--- config.mk ---
export PLATFORM = sky130hd
export DESIGN_NAME = dac_update_scheduler_flat
export DESIGN_NICKNAME = d
export VERILOG_FILES = /design/src/rtl/dac_update_scheduler_pkg.sv /design/src/rtl/dac_update_scheduler_if.sv /design/src/rtl/dac_update_scheduler_rr_arbiter.sv /design/src/rtl/dac_update_scheduler.sv /design/src/flat_wrapper.sv
export SDC_FILE = /design/constraint.sdc
export NUM_CORES = 1
export LEC_CHECK = 0
export ABC_AREA = 1
export CAP_MARGIN = 20
export CORE_AREA = 2 2 157 113
export DETAILED_ROUTE_END_ITERATION = 12
export DIE_AREA = 0 0 159 115
export PLACE_DENSITY = 0.74
export SLEW_MARGIN = 20
export SYNTH_ARGS = -nofsm -noshare
export SYNTH_HDL_FRONTEND = slang
export SYNTH_SLANG_ARGS = --single-unit
export TNS_END_PERCENT = 30
--- constraint.sdc ---
create_clock -name clk_in -period 3.43 [get_ports clk_in]
set_input_delay 0.686 -clock clk_in [delete_from_list [all_inputs] [get_ports clk_in]]
set_output_delay 0.686 -clock clk_in [all_outputs]
set_load 0.03 [all_outputs]
--- src/rtl/dac_update_scheduler_pkg.sv ---
// Shared sizing, FSM encoding and counter helper for the DAC update scheduler.
// Latest-value-per-channel coalescing between the PID pipeline and the DAC controller.
package dac_update_scheduler_pkg;

  localparam int N_CHAN = 8;
  localparam int W_CHAN = 3;
  localparam int W_DATA = 16;
  localparam int W_CNT  = 16;

  typedef enum logic [1:0] {
    ST_IDLE  = 2'd0,
    ST_ISSUE = 2'd1,
    ST_WAIT  = 2'd2
  } sched_state_e;

  // Increment that sticks at all-ones instead of wrapping.
  function automatic logic [W_CNT-1:0] sat_inc(input logic [W_CNT-1:0] v);
    if (v == {W_CNT{1'b1}}) begin
      sat_inc = v;
    end else begin
      sat_inc = v + {{(W_CNT-1){1'b0}}, 1'b1};
    end
  endfunction

endpackage

--- src/rtl/dac_update_scheduler_if.sv ---
// PID-result capture and DAC-controller issue signals of the scheduler.
// slave = scheduler side, master = PID/DAC side.
interface dac_update_scheduler_if;
  import dac_update_scheduler_pkg::*;

  logic              dv_in;
  logic [W_CHAN-1:0] chan_in;
  logic [W_DATA-1:0] data_in;
  logic              wr_done_in;
  logic              dv_out;
  logic [W_CHAN-1:0] chan_out;
  logic [W_DATA-1:0] data_out;
  logic              busy_out;
  logic [W_CNT-1:0]  coalesce_cnt_out;

  modport slave (
    input  dv_in, chan_in, data_in, wr_done_in,
    output dv_out, chan_out, data_out, busy_out, coalesce_cnt_out
  );

  modport master (
    output dv_in, chan_in, data_in, wr_done_in,
    input  dv_out, chan_out, data_out, busy_out, coalesce_cnt_out
  );

endinterface

--- src/rtl/dac_update_scheduler_rr_arbiter.sv ---
// Combinational round-robin arbiter: first set request searching upward
// from last+1, wrapping modulo N.
module rr_arbiter #(
  parameter int N = 8,
  parameter int W = $clog2(N)
) (
  input  logic [N-1:0] i_req,
  input  logic [W-1:0] i_last,
  output logic [W-1:0] o_grant,
  output logic         o_valid
);

  logic [W:0]   w_sum;
  logic [W-1:0] w_idx;

  // Scan farthest-to-nearest so the nearest request after i_last is written last.
  always_comb begin
    o_grant = {W{1'b0}};
    o_valid = 1'b0;
    w_sum   = {(W+1){1'b0}};
    w_idx   = {W{1'b0}};
    for (int i = N; i >= 1; i--) begin
      w_sum = {1'b0, i_last} + (W+1)'(i);
      if (w_sum >= (W+1)'(N)) begin
        w_sum = w_sum - (W+1)'(N);
      end else begin
        w_sum = w_sum;
      end
      w_idx = w_sum[W-1:0];
      if (i_req[w_idx]) begin
        o_grant = w_idx;
        o_valid = 1'b1;
      end else begin
        o_valid = o_valid;
      end
    end
  end

endmodule

--- src/rtl/dac_update_scheduler.sv ---
// One latest-value slot and pending bit per DAC channel; pending channels drain
// round-robin, one word per wr_done handshake. Newer values overwrite unsent ones.
module dac_update_scheduler
  import dac_update_scheduler_pkg::*;
(
  input logic                    clk_in,
  input logic                    rst_in,
  dac_update_scheduler_if.slave  bus
);

  logic [W_DATA-1:0] r_slot [N_CHAN];
  logic [N_CHAN-1:0] r_pend;
  logic [W_CHAN-1:0] r_last;
  sched_state_e      r_state;
  logic              r_dv;
  logic [W_CHAN-1:0] r_chan;
  logic [W_DATA-1:0] r_data;
  logic              r_busy;
  logic [W_CNT-1:0]  r_cnt;

  logic [W_CHAN-1:0] w_grant;
  logic              w_grant_vld;
  logic              w_cap;
  logic              w_issue;
  logic              w_issue_same;

  rr_arbiter #(
    .N (N_CHAN),
    .W (W_CHAN)
  ) u_arb (
    .i_req   (r_pend),
    .i_last  (r_last),
    .o_grant (w_grant),
    .o_valid (w_grant_vld)
  );

  assign w_cap        = bus.dv_in && ({1'b0, bus.chan_in} < (W_CHAN+1)'(N_CHAN));
  assign w_issue      = (r_state == ST_ISSUE) && w_grant_vld;
  assign w_issue_same = w_issue && (w_grant == bus.chan_in);

  // Slot/pending store; capture is written after the issue clear so set beats clear.
  always_ff @(posedge clk_in or negedge rst_in) begin
    if (!rst_in) begin
      r_pend <= {N_CHAN{1'b0}};
      r_cnt  <= {W_CNT{1'b0}};
      for (int i = 0; i < N_CHAN; i++) begin
        r_slot[i] <= {W_DATA{1'b0}};
      end
    end else begin
      if (w_issue) begin
        r_pend[w_grant] <= 1'b0;
      end
      if (w_cap) begin
        r_slot[bus.chan_in] <= bus.data_in;
        r_pend[bus.chan_in] <= 1'b1;
        if (r_pend[bus.chan_in] && !w_issue_same) begin
          r_cnt <= sat_inc(r_cnt);
        end
      end
    end
  end

  // Issue FSM; IDLE also reacts to a capture this cycle to reach the 2-cycle latency.
  always_ff @(posedge clk_in or negedge rst_in) begin
    if (!rst_in) begin
      r_state <= ST_IDLE;
      r_last  <= W_CHAN'(N_CHAN - 1);
      r_dv    <= 1'b0;
      r_chan  <= {W_CHAN{1'b0}};
      r_data  <= {W_DATA{1'b0}};
      r_busy  <= 1'b0;
    end else begin
      case (r_state)
        ST_IDLE: begin
          r_dv <= 1'b0;
          if ((|r_pend) || w_cap) begin
            r_state <= ST_ISSUE;
          end
        end
        ST_ISSUE: begin
          if (w_grant_vld) begin
            r_dv    <= 1'b1;
            r_chan  <= w_grant;
            r_data  <= r_slot[w_grant];
            r_last  <= w_grant;
            r_busy  <= 1'b1;
            r_state <= ST_WAIT;
          end else begin
            r_dv    <= 1'b0;
            r_state <= ST_IDLE;
          end
        end
        ST_WAIT: begin
          r_dv <= 1'b0;
          if (bus.wr_done_in) begin
            r_busy  <= 1'b0;
            r_state <= ST_IDLE;
          end
        end
        default: begin
          r_dv    <= 1'b0;
          r_busy  <= 1'b0;
          r_state <= ST_IDLE;
        end
      endcase
    end
  end

  assign bus.dv_out           = r_dv;
  assign bus.chan_out         = r_chan;
  assign bus.data_out         = r_data;
  assign bus.busy_out         = r_busy;
  assign bus.coalesce_cnt_out = r_cnt;

endmodule

--- src/flat_wrapper.sv ---
// flat-port wrapper written by rule: the top's interface ports become plain ports
module dac_update_scheduler_flat import dac_update_scheduler_pkg::*;
  (clk_in, rst_in, bus_dv_in, bus_chan_in, bus_data_in, bus_wr_done_in, bus_dv_out, bus_chan_out, bus_data_out, bus_busy_out, bus_coalesce_cnt_out);
  dac_update_scheduler_if bus_i ();
  input logic clk_in;
  input logic rst_in;
  input wire logic [$bits(bus_i.dv_in)-1:0] bus_dv_in;
  input wire logic [$bits(bus_i.chan_in)-1:0] bus_chan_in;
  input wire logic [$bits(bus_i.data_in)-1:0] bus_data_in;
  input wire logic [$bits(bus_i.wr_done_in)-1:0] bus_wr_done_in;
  output wire logic [$bits(bus_i.dv_out)-1:0] bus_dv_out;
  output wire logic [$bits(bus_i.chan_out)-1:0] bus_chan_out;
  output wire logic [$bits(bus_i.data_out)-1:0] bus_data_out;
  output wire logic [$bits(bus_i.busy_out)-1:0] bus_busy_out;
  output wire logic [$bits(bus_i.coalesce_cnt_out)-1:0] bus_coalesce_cnt_out;
  assign bus_i.dv_in = bus_dv_in;
  assign bus_i.chan_in = bus_chan_in;
  assign bus_i.data_in = bus_data_in;
  assign bus_i.wr_done_in = bus_wr_done_in;
  assign bus_dv_out = bus_i.dv_out;
  assign bus_chan_out = bus_i.chan_out;
  assign bus_data_out = bus_i.data_out;
  assign bus_busy_out = bus_i.busy_out;
  assign bus_coalesce_cnt_out = bus_i.coalesce_cnt_out;
  dac_update_scheduler u_core (.clk_in(clk_in), .rst_in(rst_in), .bus(bus_i));
endmodule
# Word level (Yosys, flattened, before mapping)

Index checks and enable logic that the tools add are counted.

Add/subtract/negate cells: 17
Multiplexer cells: 63
Bitwise gates (word level): 7
Magnitude comparators: 23
Reduce and logical (&&, ||, !) cells: 14
Equal/unequal tests: 7

Operators by type and width:

| kind                    | count |
|---|---|
| $bwmux W128             | 1 |
| $bmux W16 S3            | 1 |
| $demux W16 S3           | 1 |
| $mux W16                | 3 |
| $mux W3                 | 16 |
| $ge A4 B4 Y1 const B    | 10 |
| $lt A3 B4 Y1 const B    | 10 |
| $bmux W1 S3             | 9 |
| $sub A3 B1 Y3 const B   | 8 |
| $mux W1                 | 23 |
| $add A16 B1 Y16 const B | 1 |
| $add A3 B3 Y4 const B   | 4 |
| $eq A16 B16 Y1 const B  | 1 |
| $mux W8                 | 2 |
| $add A3 B2 Y4 const B   | 2 |
| $and A8 B8 Y8           | 1 |
| $not A3 Y4              | 2 |
| $not A8 Y8              | 1 |
| $or A8 B8 Y8            | 1 |
| $reduce_or A8 Y1        | 1 |
| $demux W1 S3            | 2 |
| $ge A3 B1 Y1 const B    | 2 |
| $logic_and A1 B1 Y1     | 6 |
| $mux W2                 | 3 |
| other kinds (16)        | 20 |

Register bits: 178
Bits of input ports: 23
Output and inout port bits: 37

# Logic depth before layout (Yosys ltp)

Depth in word-level cells: 22
Depth in mapped cells: 26
Depth with buffers taken out: 23

# By module

From an unflattened synthesis, not the netlist that was laid out.

Cells, all modules: 1095
Area total of the unflattened synthesis: 8794.7 µm²

Modules (own cells, without submodules):

| module               | cells an instance | instances | area an instance (µm²) |
|---|---|---|---|
| dac_update_scheduler | 972               | 1         | 8127.8 |
| rr_arbiter           | 123               | 1         | 666.9 |

# Worst setup path after synthesis

Ideal clock, no wire load.

Path type: reg2reg
Start point: register u_core.r_last[0]
End point: register u_core.r_cnt[10], in the netlist u_core.bus.coalesce_cnt_out[10]
Library setup time: 0.118 ns
Path slack: 0.590 ns
Arrival time: 2.722 ns
Stages on the path, launching flop included: 24
Path through: dfstp_2 buf_6 inv_4 buf_6 ha_1 inv_1 nand3_1 nand3_1 nand2_2 a21oi_1 nand3_1 nand2_1 nand2_1 nand2_2 nand2_4 nand2_8 nand2_2 nand2_2 nor2_4 nand2_4 nand2_4 buf_12 nand2_2 nand2_1

Word-level cells in the longest chain between the ends: 18
Elaborated cells between the ends (all ways): 70

RTL lines:

| item                                                | line                                                                         | RTL |
|---|---|---|
| from (decl)                                         | dac_update_scheduler.sv:13                                                   | `logic [W_CHAN-1:0] r_last;` |
| from (signal assigned)                              | dac_update_scheduler.sv:67                                                   | `r_last <= W_CHAN'(N_CHAN - 1);` |
| from (signal assigned)                              | dac_update_scheduler.sv:85                                                   | `r_last <= w_grant;` |
| $add A3 B4 Y4                                       | dac_update_scheduler_rr_arbiter.sv:23                                        | `w_sum = {1'b0, i_last} + (W+1)'(i);` |
| $ge A4 B4 Y1 or $sub A3 B1 Y3 (tied branches)       | dac_update_scheduler_rr_arbiter.sv:24, dac_update_scheduler_rr_arbiter.sv:25 |  |
| $mux W3                                             | dac_update_scheduler_rr_arbiter.sv:24                                        | `if (w_sum >= (W+1)'(N)) begin` |
| $bmux W1 S3                                         | dac_update_scheduler_rr_arbiter.sv:30                                        | `if (i_req[w_idx]) begin` |
| $mux W1 (implied by the code)                       | dac_update_scheduler_rr_arbiter.sv:30                                        |  |
| $mux W3 or $mux W1 (tied branches) (8 in a row)     | dac_update_scheduler_rr_arbiter.sv:30                                        |  |
| $eq A3 B3 Y1 or $logic_and A1 B1 Y1 (tied branches) | dac_update_scheduler.sv:39, dac_update_scheduler.sv:38                       |  |
| $logic_and A1 B1 Y1 *                               | dac_update_scheduler.sv:39                                                   | `assign w_issue_same = w_issue && (w_grant == bus.chan_in);` |
| $logic_not A1 Y1 *                                  | dac_update_scheduler.sv:56                                                   | `if (r_pend[bus.chan_in] && !w_issue_same) begin` |
| $logic_and A1 B1 Y1 *                               | dac_update_scheduler.sv:56                                                   |  |
| $reduce_and A3 Y1 (no line) *                       | n/a                                                                          |  |
| to (signal assigned)                                | dac_update_scheduler.sv:45                                                   | `r_cnt <= {W_CNT{1'b0}};` |
| to (signal assigned)                                | dac_update_scheduler.sv:57                                                   | `r_cnt <= sat_inc(r_cnt);` |
| to (decl)                                           | dac_update_scheduler.sv:19                                                   | `logic [W_CNT-1:0] r_cnt;` |

Mark *: on every way between the ends. The rest lies on a longest branch, timed or not. The select of a mux whose other input is x is not followed.
A chain may end at the register's enable or synchronous reset.

# Final worst setup path

Start point: register u_core.r_last[1]
End point: register u_core.r_data[7], in the netlist u_core.bus.data_out[7]

Word-level cells in the longest chain between the ends: 17
Elaborated cells between the ends (all ways): 69

RTL lines:

| item                                          | line                                                                         | RTL |
|---|---|---|
| $add A3 B4 Y4                                 | dac_update_scheduler_rr_arbiter.sv:23                                        |  |
| $ge A4 B4 Y1 or $sub A3 B1 Y3 (tied branches) | dac_update_scheduler_rr_arbiter.sv:24, dac_update_scheduler_rr_arbiter.sv:25 |  |
| $mux W3                                       | dac_update_scheduler_rr_arbiter.sv:24                                        |  |
| $bmux W1 S3                                   | dac_update_scheduler_rr_arbiter.sv:30                                        |  |
| $mux W1 (implied by the code)                 | dac_update_scheduler_rr_arbiter.sv:30                                        |  |
| $mux W3 (8 in a row)                          | dac_update_scheduler_rr_arbiter.sv:30                                        |  |
| $not A3 Y4 (implied by the code)              | dac_update_scheduler.sv:84                                                   | `r_data <= r_slot[w_grant];` |
| $bmux W16 S3                                  | dac_update_scheduler.sv:84                                                   |  |
| $mux W16 (implied by the code) (2 in a row)   | dac_update_scheduler.sv:84                                                   |  |
| to (signal assigned)                          | dac_update_scheduler.sv:70                                                   | `r_data <= {W_DATA{1'b0}};` |
| to (signal assigned)                          | dac_update_scheduler.sv:84                                                   |  |
| to (decl)                                     | dac_update_scheduler.sv:17                                                   | `logic [W_DATA-1:0] r_data;` |

Several ways; a longest one is shown, not always the timed one. The select of a mux whose other input is x is not followed.

==> impl_metrics.xml <==
<?xml version="1.0" encoding="UTF-8"?>
<metrics>
  <group name="grt">
    <metric name="via_count_of_the_first_global_routing_pass" unit="">7315</metric>
    <metric name="routing_usage_on_met3" unit="">0.0610</metric>
    <metric name="grt-busiest-layer" unit="">met2</metric>
    <metric name="grt_pass1_wl" unit="µm">38400</metric>
    <metric name="groute.layer.met2.usage" unit="">0.398</metric>
    <metric name="groute.layer.met1.usage" unit="">0.397</metric>
    <metric name="pin_count_of_the_biggest_net_entering_global_routing" unit="">85</metric>
    <metric name="initial_antenna_violation_count" unit="">0</metric>
    <metric name="grt.overflow.total" unit="">0</metric>
    <metric name="globalRouteTotalUtil" unit="">0.267</metric>
  </group>
  <group name="critical_path">
    <metric name="worstSetupEndpointType" unit="">register</metric>
    <metric name="startpoint_type" unit="">register</metric>
    <metric name="critPathArrivalTime" unit="ns">3.53</metric>
    <metric name="worst_ep_required_time" unit="ns">3.75</metric>
    <metric name="timing.critical_path.fanout_max" unit="">19</metric>
    <metric name="worstSetupPathType" unit="">register to register</metric>
  </group>
  <group name="die">
    <metric name="die-area" unit="mm²">0.0183</metric>
    <metric name="placement_rows" unit="">40</metric>
    <metric name="floorplan.core_area" unit="mm²">0.0168</metric>
    <metric name="io_pins" unit="">60</metric>
    <metric name="floorplan.die.height" unit="µm">115</metric>
    <metric name="initial_core_util" unit="">0.537</metric>
    <metric name="die_x" unit="µm">159</metric>
  </group>
  <group name="run">
    <metric name="cap_violations" unit="">0</metric>
  </group>
  <group name="timing">
    <metric name="final_setup_violation_count" unit="">0</metric>
    <metric name="worstMarginPinSlew" unit="ns">0.790</metric>
    <metric name="timing_max_transition_violations_final" unit="">0</metric>
    <metric name="period_minus_slack" unit="ns">3.21</metric>
    <metric name="clock.fmax" unit="MHz">312</metric>
    <metric name="finalCritPeriodShare" unit="">0.936</metric>
    <metric name="hold_violations" unit="">0</metric>
    <metric name="relSlewSlack" unit="">0.473</metric>
    <metric name="clock_skew" unit="ns">0.0126</metric>
    <metric name="timing.setup.tns" unit="ns">0</metric>
    <metric name="grt_setup_unrepaired" unit="">no</metric>
  </group>
  <group name="detailed_routing">
    <metric name="routed_wl" unit="µm">23500</metric>
    <metric name="post_drt_via_cell_ratio" unit="">5.47</metric>
    <metric name="initialDrtViolationCount" unit="">1088</metric>
    <metric name="drc_errors" unit="">0</metric>
    <metric name="drtPass1Iterations" unit="">7</metric>
    <metric name="detail-route-antenna-nets" unit="">0</metric>
    <metric name="routedWlPerCell" unit="µm">16.2</metric>
    <metric name="overall_via_count_from_detail_route" unit="">7935</metric>
  </group>
  <group name="synth">
    <metric name="synth.avg_cell_area" unit="µm²">7.73</metric>
    <metric name="synth.cells.most_frequent" unit="">sky130_fd_sc_hd__nand2_1, sky130_fd_sc_hd__dfrtp_1, sky130_fd_sc_hd__nand3_1</metric>
    <metric name="yosysTopAreaCell" unit="">sky130_fd_sc_hd__dfrtp_1</metric>
    <metric name="netlist.area_leader.share" unit="">0.485</metric>
    <metric name="postSynthNetCount" unit="">1194</metric>
    <metric name="ys_dominant_reg_cell" unit="">sky130_fd_sc_hd__dfrtp_1</metric>
    <metric name="synth-edff-count" unit="">0</metric>
    <metric name="sequential_element_share_of_the_synthesized_area" unit="">0.494</metric>
    <metric name="post_synthesis_register_bit_count" unit="">178</metric>
    <metric name="gate_count_of_the_mapped_netlist" unit="">1168</metric>
    <metric name="post_synth_instance_area" unit="mm²">0.00903</metric>
    <metric name="synthesis.yosys.warnings" unit="">0</metric>
    <metric name="post_synth_num_cell_types" unit="">38</metric>
    <metric name="async_flop_share" unit="">1.00</metric>
    <metric name="post_synth_main_area_contributors" unit="">sky130_fd_sc_hd__dfrtp_1, sky130_fd_sc_hd__nand2_1, sky130_fd_sc_hd__nand3_1, sky130_fd_sc_hd__o21ai_0, sky130_fd_sc_hd__nor2_1</metric>
    <metric name="synth_most_common_cell" unit="">sky130_fd_sc_hd__nand2_1</metric>
  </group>
  <group name="clocking">
    <metric name="clock_slew_at_the_register_clock_pins_of_the_worst_setup_and_hold_paths" unit="ns">0.07</metric>
    <metric name="worst_skew_pair.late_latency" unit="ns">0.44</metric>
    <metric name="root_buffer" unit="">sky130_fd_sc_hd__clkbuf_16</metric>
    <metric name="cts.htree.levels" unit="">4</metric>
    <metric name="clock_sinks" unit="">178</metric>
    <metric name="clock_path_buffers" unit="">2</metric>
    <metric name="cts-buffers-inserted" unit="">17</metric>
    <metric name="cts_tree" unit="">built</metric>
  </group>
  <group name="finish">
    <metric name="n_antenna_cell" unit="">0</metric>
    <metric name="syn_to_final_growth" unit="%">15.1</metric>
    <metric name="n_fill_cell" unit="">1562</metric>
    <metric name="nets" unit="">1233</metric>
    <metric name="drive_gt1_frac" unit="">0.0926</metric>
  </group>
  <group name="place">
    <metric name="port-buffer-count" unit="">59</metric>
    <metric name="gp_congestion" unit="">0.991</metric>
    <metric name="place.detailed.hpwl" unit="µm">14700</metric>
  </group>
  <group name="hold_path">
    <metric name="timing.hold.worst.class" unit="">input port to async pin</metric>
  </group>
  <group name="outcome">
    <metric name="result_of_the_run" unit="">finished, final reports clean</metric>
  </group>
</metrics>
through the flow:
stage          cell area [µm²]  worst slack [ns]  utilization  hold slack [ns]  instances
3_5_place_dp              9790            0.0221        0.582            0.461       1417
6_report                 10400             0.220        0.618            0.276       1451
5_1_grt                  10400            0.0177        0.618            0.350       1451
4_1_cts                  10400            0.0684        0.616            0.343       1449
3_3_place_gp              9790             0.154        0.582            0.450       1417
2_1_floorplan             9030             0.590            -            0.390       1168
cell usage in the layout (no fill, tap or decap), drive strengths merged:
| cell type | netlist | routed |
|---|---|---|
| and2 | 1 | 1 |
| a211oi | 1 | 1 |
| bufinv | 0 | 1 |
| clkdlybuf4s50 | 0 | 58 |
| clkinv | 1 | 10 |
| inv | 62 | 64 |
| nand4 | 2 | 2 |
| clkbuf | 29 | 18 |
| clkinvlp | 0 | 2 |
| o21ai | 130 | 130 |
| dfstp | 3 | 3 |
| xor2 | 8 | 8 |
| o31ai | 1 | 1 |
| ha | 3 | 3 |
| nand3 | 159 | 159 |
| a21oi | 21 | 21 |
| buf | 33 | 23 |
| nor3 | 1 | 1 |
| nor2 | 95 | 95 |
| nor4 | 4 | 4 |
| dfrtp | 175 | 175 |
| a21boi | 1 | 1 |
| xnor2 | 8 | 8 |
| o22ai | 4 | 4 |
| a31oi | 1 | 1 |
| nand2 | 425 | 426 |
path summary, 6_finish.rpt:
kind                                          startpoint                                          to  slack (ns)  cells past startpoint
hold reg to reg            u_core.r_state[1]$_DFFE_PN0P_               u_core.r_state[0]$_DFFE_PN0P_        0.47                      1
hold / removal                                    rst_in               u_core.r_slot[33]$_DFFE_PN0P_        0.28                      1
max in group asynchronous                         rst_in  u_core.bus.coalesce_cnt_out[0]$_DFFE_PN0P_        2.35                      2
min in group clk_in        u_core.r_state[1]$_DFFE_PN0P_               u_core.r_state[0]$_DFFE_PN0P_        0.47                      1
setup reg to reg            u_core.r_last[1]$_DFFE_PN1N_          u_core.bus.data_out[7]$_DFFE_PN0N_        0.22                     20
setup / recovery            u_core.r_last[1]$_DFFE_PN1N_          u_core.bus.data_out[7]$_DFFE_PN0N_        0.22                     20
timing repair:
action,in CTS,in global routing
setup buffers,0,1
gates cloned,0,1
resized for setup,1,3
hold buffers,0,0
endpoints found under the setup margin,1,34
pin swaps,0,1
area by class of cell:
class,count,area (µm²),area share
Clock buffer,18,429,0.0413
Clock inverter,14,134,0.0129
Sequential cell,178,4460,0.429
Timing Repair Buffer,81,836,0.0804
Tap cell,231,289,0.0278
Inverter,63,239,0.0230
Multi-Input combinational cell,866,4010,0.386
kinds of logic after synthesis:
group,synth area share
AO/OA/AOI/OAI,0.0901
XOR/XNOR,0.0164
adder cells (fa/ha/maj),0.00416
buffers and inverters,0.0661
flip-flops,0.494
AND/OR/NAND/NOR,0.330
layer usage:
layer	wire, µm	vias up
met4	235	0
met5	0	-
met3	2090	26
met2	9940	352
li1	-	3843
met1	11200	3714
sequential cells by signal, summed over array words and instances (netlist names):
name	flops
u_core.bus.busy_out	1
u_core.bus.chan_out	3
u_core.bus.coalesce_cnt_out	16
u_core.bus.data_out	16
u_core.bus.dv_out	1
u_core.r_last	3
u_core.r_pend	8
u_core.r_slot	128
u_core.r_state	2
worst max-delay path, cell delays in order, from the launching register on:
cell and delay (ns):
sky130_fd_sc_hd__dfstp_2 0.54, sky130_fd_sc_hd__inv_2 0.10, sky130_fd_sc_hd__ha_2 0.42, sky130_fd_sc_hd__inv_1 0.14, sky130_fd_sc_hd__nand3_1 0.14, sky130_fd_sc_hd__nand3_1 0.12, sky130_fd_sc_hd__nand2_2 0.15, sky130_fd_sc_hd__nor2_1 0.06
sky130_fd_sc_hd__nand2_1 0.07, sky130_fd_sc_hd__nand2_1 0.05, sky130_fd_sc_hd__nand2_1 0.07, sky130_fd_sc_hd__nand2_1 0.05, sky130_fd_sc_hd__nand2_1 0.07, sky130_fd_sc_hd__nand2_1 0.08, sky130_fd_sc_hd__nand2_2 0.09, sky130_fd_sc_hd__buf_6 0.26
sky130_fd_sc_hd__nor2_8 0.13, sky130_fd_sc_hd__nand2_1 0.09, sky130_fd_sc_hd__nand3_1 0.07, sky130_fd_sc_hd__nor2_1 0.31, sky130_fd_sc_hd__nor2_1 0.07
Power is not shown: default switching activity piles up to over one toggle a cycle in this logic, so the estimate is an artifact.
